<file path="src/rtl/xrv1_pkg.sv">
// Shared types for the xrv1 memory arbiter: requester source tags, the default
// number of outstanding requests and the request bundle used by the arbiter mux.
package xrv1_pkg;

    localparam int MAX_OUTST_DEF = 2;

    typedef enum logic {
        SRC_IMEM = 1'b0,
        SRC_DMEM = 1'b1
    } src_e;

    typedef struct packed {
        logic [31:0] addr;
        logic        w_en;
        logic [3:0]  w_be;
        logic [31:0] w_data;
    } mem_req_t;

endpackage

</file>
<file path="src/rtl/xrv1_tag_fifo.sv">
// In-order tag FIFO. Pointers wrap modulo DEPTH, so non-power-of-two depths work.
module xrv1_tag_fifo #(
    parameter int DEPTH = 2,
    parameter int WIDTH = 1
) (
    input  logic             clk_i,
    input  logic             rst_i,
    input  logic             push_i,
    input  logic [WIDTH-1:0] push_data_i,
    input  logic             pop_i,
    output logic             full_o,
    output logic             empty_o,
    output logic [WIDTH-1:0] head_o
);

    localparam int PW = (DEPTH > 1) ? $clog2(DEPTH) : 1;
    localparam int CW = $clog2(DEPTH + 1);

    logic [WIDTH-1:0] mem [DEPTH];
    logic [PW-1:0]    wr_ptr;
    logic [PW-1:0]    rd_ptr;
    logic [CW-1:0]    count;

    function automatic logic [PW-1:0] wrap_inc(input logic [PW-1:0] p);
        return (p == PW'(DEPTH - 1)) ? '0 : p + 1'b1;
    endfunction

    always_ff @(posedge clk_i) begin
        if (push_i) mem[wr_ptr] <= push_data_i;
    end

    always_ff @(posedge clk_i) begin
        if (rst_i) begin
            wr_ptr <= '0;
            rd_ptr <= '0;
            count  <= '0;
        end else begin
            if (push_i) wr_ptr <= wrap_inc(wr_ptr);
            if (pop_i)  rd_ptr <= wrap_inc(rd_ptr);
            case ({push_i, pop_i})
                2'b10:   count <= count + 1'b1;
                2'b01:   count <= count - 1'b1;
                default: count <= count;
            endcase
        end
    end

    assign full_o  = (count == CW'(DEPTH));
    assign empty_o = (count == '0);
    assign head_o  = mem[rd_ptr];

endmodule

</file>
<file path="src/rtl/xrv1_mem_arb.sv">
// Round-robin arbiter sharing one TCM port between instruction and data requesters;
// responses return in order and are steered back using a FIFO of source tags.
module xrv1_mem_arb
    import xrv1_pkg::*;
#(
    parameter int MAX_OUTST = MAX_OUTST_DEF
) (
    input  logic        clk_i,
    input  logic        rst_i,

    input  logic        imem_req_vld_i,
    output logic        imem_req_rdy_o,
    input  logic [31:0] imem_req_addr_i,
    output logic        imem_resp_vld_o,
    output logic [31:0] imem_resp_data_o,

    input  logic        dmem_req_vld_i,
    output logic        dmem_req_rdy_o,
    input  logic [31:0] dmem_req_addr_i,
    input  logic        dmem_req_w_en_i,
    input  logic [3:0]  dmem_req_w_be_i,
    input  logic [31:0] dmem_req_w_data_i,
    output logic        dmem_resp_vld_o,
    output logic        dmem_resp_err_o,
    output logic [31:0] dmem_resp_r_data_o,

    output logic        mem_req_vld_o,
    input  logic        mem_req_rdy_i,
    output logic [31:0] mem_req_addr_o,
    output logic        mem_req_w_en_o,
    output logic [3:0]  mem_req_w_be_o,
    output logic [31:0] mem_req_w_data_o,
    input  logic        mem_resp_vld_i,
    input  logic        mem_resp_err_i,
    input  logic [31:0] mem_resp_r_data_i,

    output logic        proto_err_o
);

    logic       full, empty;
    logic       prio_dmem;
    logic       grant_imem, grant_dmem;
    logic       accept, pop, head_is_dmem;
    logic [0:0] push_tag, head_tag;
    mem_req_t   ireq, dreq, greq;

    // prio_dmem is 1 when imem was granted last (or after reset).
    assign grant_dmem = dmem_req_vld_i & (prio_dmem | ~imem_req_vld_i);
    assign grant_imem = imem_req_vld_i & ~grant_dmem;

    assign ireq = '{addr: imem_req_addr_i, w_en: 1'b0, w_be: 4'h0, w_data: 32'h0};
    assign dreq = '{addr: dmem_req_addr_i, w_en: dmem_req_w_en_i,
                    w_be: dmem_req_w_be_i, w_data: dmem_req_w_data_i};
    assign greq = grant_dmem ? dreq : ireq;

    assign mem_req_vld_o    = (imem_req_vld_i | dmem_req_vld_i) & ~full & ~rst_i;
    assign mem_req_addr_o   = greq.addr;
    assign mem_req_w_en_o   = greq.w_en;
    assign mem_req_w_be_o   = greq.w_be;
    assign mem_req_w_data_o = greq.w_data;

    assign imem_req_rdy_o = grant_imem & mem_req_rdy_i & ~full & ~rst_i;
    assign dmem_req_rdy_o = grant_dmem & mem_req_rdy_i & ~full & ~rst_i;

    assign accept   = mem_req_vld_o & mem_req_rdy_i;
    assign push_tag = grant_dmem ? 1'(SRC_DMEM) : 1'(SRC_IMEM);
    assign pop      = mem_resp_vld_i & ~empty;

    assign head_is_dmem = ~empty & (src_e'(head_tag) == SRC_DMEM);

    assign imem_resp_vld_o    = pop & ~head_is_dmem & ~rst_i;
    assign dmem_resp_vld_o    = pop & head_is_dmem & ~rst_i;
    assign dmem_resp_err_o    = mem_resp_err_i & head_is_dmem & mem_resp_vld_i;
    assign imem_resp_data_o   = mem_resp_r_data_i;
    assign dmem_resp_r_data_o = mem_resp_r_data_i;

    always_ff @(posedge clk_i) begin
        if (rst_i) begin
            prio_dmem   <= 1'b1;
            proto_err_o <= 1'b0;
        end else begin
            if (accept) prio_dmem <= grant_imem;
            if (mem_resp_vld_i & empty) proto_err_o <= 1'b1;
        end
    end

    xrv1_tag_fifo #(
        .DEPTH(MAX_OUTST),
        .WIDTH(1)
    ) u_tag_fifo (
        .clk_i       (clk_i),
        .rst_i       (rst_i),
        .push_i      (accept),
        .push_data_i (push_tag),
        .pop_i       (pop),
        .full_o      (full),
        .empty_o     (empty),
        .head_o      (head_tag)
    );

endmodule

</file>
<file path="config.mk">
export PLATFORM = sky130hd
export DESIGN_NAME = xrv1_mem_arb
export DESIGN_NICKNAME = d
export VERILOG_FILES = /design/src/rtl/xrv1_pkg.sv /design/src/rtl/xrv1_tag_fifo.sv /design/src/rtl/xrv1_mem_arb.sv
export SDC_FILE = /design/constraint.sdc
export NUM_CORES = 1
export LEC_CHECK = 0
export CORE_AREA = 2 2 109 111
export DETAILED_ROUTE_END_ITERATION = 10
export DIE_AREA = 0 0 111 113
export PLACE_DENSITY = 0.67
export RECOVER_POWER = 25
export SYNTH_ARGS = -nofsm -noshare
export SYNTH_HDL_FRONTEND = slang
export SYNTH_SLANG_ARGS = --single-unit
</file>
<file path="constraint.sdc">
create_clock -name clk_i -period 2.4 [get_ports clk_i]
set_clock_uncertainty 0.1 [all_clocks]
set_input_delay 0.48 -clock clk_i [delete_from_list [all_inputs] [get_ports clk_i]]
set_output_delay 0.48 -clock clk_i [all_outputs]
set_load 0.005 [all_outputs]
</file>
==> results of run 1 <==
## final timing paths
check                           start             endpoint  slack [ns]  depth (start not counted)
setup reg to reg  u_tag_fifo.count[0]  u_tag_fifo.count[1]        0.60                          5
setup / recovery       imem_req_vld_i   mem_req_addr_o[25]        0.11                          8
hold / removal      u_tag_fifo.wr_ptr    u_tag_fifo.wr_ptr        0.38                          1
hold reg to reg     u_tag_fifo.wr_ptr    u_tag_fifo.wr_ptr        0.38                          1
## critical path, delay by kind of cell
family | cells | cell delay (ns)
muxes | 1 | 0.34
AOI/OAI and AO/OA | 1 | 0.18
buffers and inverters | 6 | 0.72
## power by group through the flow
stage	registers, mW	clock network [mW]	logic [mW]
global route	0.222	0.300	0.726
global placement	0.217	0	0.648
CTS	0.218	0.293	0.685
finish	0.218	0.291	0.669
detailed placement	0.220	0	0.657
floorplan	0.214	0	0.312
## placed cells by master, fill, tap and decap left out, types with 4 or more instances in the layout
cell type / n
clkdlybuf4s50_1: 107
dlygate4sd2_1: 49
and2_1: 38
mux2_2: 28
clkdlybuf4s15_1: 14
buf_4: 10
nor2_1: 9
buf_6: 8
dfxtp_1: 7
buf_2: 7
buf_16: 5
clkbuf_2: 4
## timing repair
action                     CTS  global route
buffers inserted             9             0
gates resized for setup    143             5
cloned                       5             0
pin swaps                    2             1
setup endpoints to repair   73            10
## metrics by stage
stage	cell area (sq um)	setup TNS (ns)	util, %
5_1_grt	3370	0	29.9
4_1_cts	3400	0	30.2
3_5_place_dp	3150	-26.51	27.9
2_1_floorplan	1550	0	-
3_3_place_gp	3150	-26.94	27.9
6_report	3370	0	29.9
## layer usage
layer / GRT usage [%] / vias up
met5: 0 / -
met3: 2.52 / 26
li1: - / 826
met1: 11.7 / 735
met2: 18.4 / 109
met4: 4.67 / 0
## cell type report
| type | count | share of cell area, % |
|---|---|---|
| Clock buffer | 4 | 2.34 |
| Multi-Input combinational cell | 103 | 24.5 |
| Tap cell | 143 | 5.31 |
| Timing Repair Buffer | 208 | 61.3 |
| Sequential cell | 9 | 5.94 |
| Inverter | 4 | 0.668 |
## kinds of logic (layout without fill, tap and decap cells)
family          Yosys count  count (layout)  synth area share [%]
fa+ha+maj                 1               1                 0.807
flops                     9               9                  12.9
simple gates             56              56                  21.1
compound gates            9               9                  4.04
mux                      34              34                  24.5
xor+xnor                  3               3                  1.70
buf+inv                  76             216                  34.9
==> run metrics, run 1 <==
CTS Buffer Depth 2; first-pass GRT wire length ~10 mm; Leakage between 1.5 and 2 nW; initial detailed-routing violation count 44; hold slack final approximately 0.38 ns; GRT Overall Usage 10.3%; Non-Filler Instances 471; switching part of the total a little over a quarter; top_reg_cell synth dfxtp_1; dpl hpwl 5.16 mm; Seq/Total Area, Yosys around an eighth; fillcell total between 1000 and 1500; Netlist Area Pre-Place ~0.0016 sq mm; kind of critical path primary input to output pin; relative slew slack 80.6%; TritonCTS Buffers 3; n_diodes 0; # setup viols final 0; setup slack after placement -0.433 ns; top cell type by total area after synthesis buf_4; Worst EP required between 1.5 and 2 ns; max-cap violations 0; crit path max fanout 6; asr flop ratio synth 0%; drt total wl between 6 and 7 mm; Synth-to-Final Area Change 118%; final hold vios 0; met3 WL approximately 540 um; Post-synth EDFFs 2; largest net degree at the start of global routing 21; placed cell count around 450; crit path launch type primary input; Core Area about 0.011 sq mm; slowest stage cell, crit path mux2_2; largest stage delay on the critical path 0.34 ns; status complete, no violations; Clock Latency Late Sink 0.23 ns; flops & latches, synth 9; Vias/cell 3.60; synthesized area per cell between 8 and 9 sq um; drt pass-1 iters 4; VDD IR max slightly above 300 uV; top post-synthesis cells by area buf_4 32%, mux2_2 22%, and2_1 16%; area of the multi-input gates ~830 sq um; CTS sink cnt 9; Mapped Cells about 190; Synth top cells by count 66 x buf_4, 39 x and2_1, 30 x mux2_2, 9 x nor2_1, 7 x dfxtp_1; Hold-fix buffers, CTS 0; register area between 200 and 250 sq um; CTS tree built; vias about 1700; slack of the critical path about 0.11 ns; Die Span X around 110 um; Metal-1 WL ~2.6 mm; post-route antenna net violation count 0; Slew Limit Fails 0; crit path DAT between 1.5 and 2 ns; post-synth top area share 32.0%; final critical-path share of the clock period a little over nine tenths; Die ar. 0.0125 sq mm; CP endpoint kind output pin; Die H approximately 110 um; fmax approximately 440 MHz; # DRC 0; Comb pwr share 56.8%; RSZ-0062 raised after global routing false; count leader, synth buf_4; cell mode on critical path buf_6; Clk pwr share around 25%; wire per inst 14.4 um; Switch Pwr approximately 320 uW; routed wl met2 3.46 mm; port bufs 183; clk slew on worst S/H paths about 0.04 ns; # IOs 280; Design Power between 1 and 1.5 mW; RD Place Congestion ~0.82; Rows 39; syn_nets about 330; count of different cell masters after synthesis 27; slew at the pin with the worst max-slew slack about 0.29 ns; initial antenna violation count 0; internal cell power 859 uW; clk root buf clkbuf_16; Syn. warnings 0; Cell Chain, Critical Path buf_2 -> inv_2 -> o21ai_4 -> buf_6 -> buf_6 -> buf_12 -> mux2_2 -> clkdlybuf4s15_1; Flop pwr share approximately 19%; vias in the first global route approximately 1900; Min-Delay Path Class flop to flop; H-tree depth 1; GR Overflow Total 0; Initial Utilization between 10 and 15%; pwr dens approximately 350 mW/mm^2; layout cells sized above 1 a little under a quarter; Tmin final 2.29 ns; Top Layer Used met4; Final #Nets 470
Power figures use the tool's default switching activity.
==> inputs of run 2 (changes only) <==
--- a/config.mk
+++ b/config.mk
@@ -6,8 +6,10 @@
 export NUM_CORES = 1
 export LEC_CHECK = 0
 export CORE_AREA = 2 2 109 111
+export CTS_CLUSTER_DIAMETER = 150
 export DETAILED_ROUTE_END_ITERATION = 10
 export DIE_AREA = 0 0 111 113
+export HOLD_SLACK_MARGIN = 0.08
 export PLACE_DENSITY = 0.67
 export RECOVER_POWER = 25
 export SYNTH_ARGS = -nofsm -noshare
==> results of run 2 <==
No change in the layout: final DEF, timing and power equal those of run 1.
==> inputs of run 3 (changes only) <==
--- a/config.mk
+++ b/config.mk
@@ -12,6 +12,7 @@
 export HOLD_SLACK_MARGIN = 0.08
 export PLACE_DENSITY = 0.67
 export RECOVER_POWER = 25
+export SKIP_LAST_GASP = 1
 export SYNTH_ARGS = -nofsm -noshare
 export SYNTH_HDL_FRONTEND = slang
 export SYNTH_SLANG_ARGS = --single-unit
==> run 3 against run 2 <==
Clock power about the same. Global-route usage about the same. Largest power group unchanged. Critical path depth increased by 2. Via count increased by 0.29%. Non-clock buffer count increased by 1. Combinational power about the same. Hold slack about the same. Sequential power about the same.
==> run metrics, run 3 (synthesis results as in run 1) <==
vias 1701 (was 1696); placed cell count 454 (unchanged); Clock Latency Late Sink 0.23 ns (about the same); Final #Nets 471 (was 470); Vias/cell 3.60 (about the same); Initial Utilization 13.8% (unchanged); # IOs 280 (unchanged); Hold-fix buffers, CTS 0 (unchanged); CP endpoint kind output pin (unchanged); CTS sink cnt 9 (unchanged); status complete, no violations (unchanged); Design Power 1.18 mW (about the same); clk root buf clkbuf_16 (unchanged); final critical-path share of the clock period 99.8% (was 95.6%); Synth-to-Final Area Change 119% (was 118%); Min-Delay Path Class flop to flop (unchanged); CTS Buffer Depth 2 (unchanged); Reg2Reg Depth 5 (unchanged); Finished Core Util 30.1% (was 29.9%); TNS Setup 0 ns (unchanged); crit path launch type primary input (unchanged); slowest stage cell, crit path dlygate4sd2_1 (was mux2_2); fin area 0.00339 sq mm (was 0.00337 sq mm); n_diodes 0 (unchanged); port bufs 183 (unchanged); largest stage delay on the critical path 0.26 ns (was 0.34 ns); # setup viols final 0 (unchanged); TritonCTS Buffers 3 (unchanged); kind of critical path primary input to output pin (unchanged); CP bufs+invs 8 (was 6); H-tree depth 1 (unchanged); crit path DAT 1.82 ns (was 1.71 ns); Slew Limit Fails 0 (unchanged); largest net degree at the start of global routing 21 (unchanged); initial detailed-routing violation count 42 (was 44); pwr dens 347 mW/mm^2 (was 350 mW/mm^2); RSZ-0062 raised after global routing true (was false); CP delay by family, top buffers and inverters (unchanged); Worst EP required 1.82 ns (about the same); # DRC 0 (unchanged); dpl hpwl 5.16 mm (unchanged); post-route antenna net violation count 0 (unchanged); vias in the first global route 1895 (was 1883); CTS tree built (unchanged); Die ar. 0.0125 sq mm (unchanged); final hold vios 0 (unchanged); commonest cells after routing, fill and taps aside 107 x clkdlybuf4s50_1, 39 x dlygate4sd2_1, 38 x and2_1 (was 107 x clkdlybuf4s50_1, 49 x dlygate4sd2_1, 38 x and2_1); Cell Chain, Critical Path clkdlybuf4s15_2 -> inv_2 -> o21ai_4 -> buf_6 -> buf_6 -> inv_8 -> buf_12 -> buf_4 -> and2_1 -> dlygate4sd2_1 (was buf_2 -> inv_2 -> o21ai_4 -> buf_6 -> buf_6 -> buf_12 -> mux2_2 -> clkdlybuf4s15_1); Die Span X 111 um (unchanged); Rows 39 (unchanged); drt pass-1 iters 3 (was 4); hold slack final 0.378 ns (about the same); VDD IR max 310 uV (about the same); GR Overflow Total 0 (unchanged); slew at the pin with the worst max-slew slack 0.288 ns (was 0.290 ns); Non-Filler Instances 472 (was 471); setup slack after placement -0.433 ns (unchanged); first-pass GRT wire length 10.2 mm (about the same); Die H 113 um (unchanged); slack of the critical path 0.00441 ns (was 0.107 ns); RD Place Congestion 0.816 (unchanged); Tmin final 2.40 ns (was 2.29 ns); fmax 417 MHz (was 436 MHz); Hold Crit Depth 1 (unchanged); clk slew on worst S/H paths 0.04 ns (about the same); Leakage 1.63 nW (was 1.52 nW); most common cell after layout, fill and taps aside clkdlybuf4s50_1 (unchanged); initial antenna violation count 0 (unchanged); GRT Overall Usage 10.3% (about the same); relative slew slack 80.7% (was 80.6%); drt total wl 6.81 mm (was 6.79 mm); Critical Path Stages 10 (was 8); max-cap violations 0 (unchanged); crit path max fanout 9 (was 6); placed cell area 0.00315 sq mm (unchanged); layout cells sized above 1 24.3% (was 22.9%); cell mode on critical path buf_6 (unchanged); wire per inst 14.4 um (about the same); Core Area 0.0113 sq mm (unchanged)
run 3: layout make-up:
class	instances	area (sq um)
repair buffers	209	2080
inverters	4	22.5
well taps	143	179
clock buffers	4	78.8
multi-input cells	103	826
flip-flops and latches	9	200
fillers	1195	7880
run 3: final timing paths:
check / startpoint / end / slack (ns)
max: imem_req_vld_i / mem_req_w_be_o[1] / 0.004
min: u_tag_fifo.wr_ptr / u_tag_fifo.wr_ptr / 0.38
max reg2reg: u_tag_fifo.count[0] / u_tag_fifo.count[1] / 0.60
min reg2reg: u_tag_fifo.wr_ptr / u_tag_fifo.wr_ptr / 0.38
run 3: what timing repair did:
| item | CTS | global route |
|---|---|---|
| pin swaps | 2 | 1 |
| gates cloned | 5 | 0 |
| setup endpoints to repair | 73 | 39 |
| setup buffers | 9 | 3 |
| resized for setup | 129 | 21 |
run 3: where the power goes:
| group | internal [mW] | switching (mW) |
|---|---|---|
| registers | 0.190 | 0.0281 |
| logic | 0.447 | 0.221 |
| clock network | 0.222 | 0.0692 |
| total | 0.858 | 0.319 |
run 3: per-layer routing:
| metal | global-route usage [%] | share of wire (%) |
|---|---|---|
| met1 | 11.7 | 38 |
| met2 | 18.3 | 51 |
| met3 | 2.57 | 7.9 |
| met4 | 4.75 | 3.2 |
| met5 | 0 | 0 |
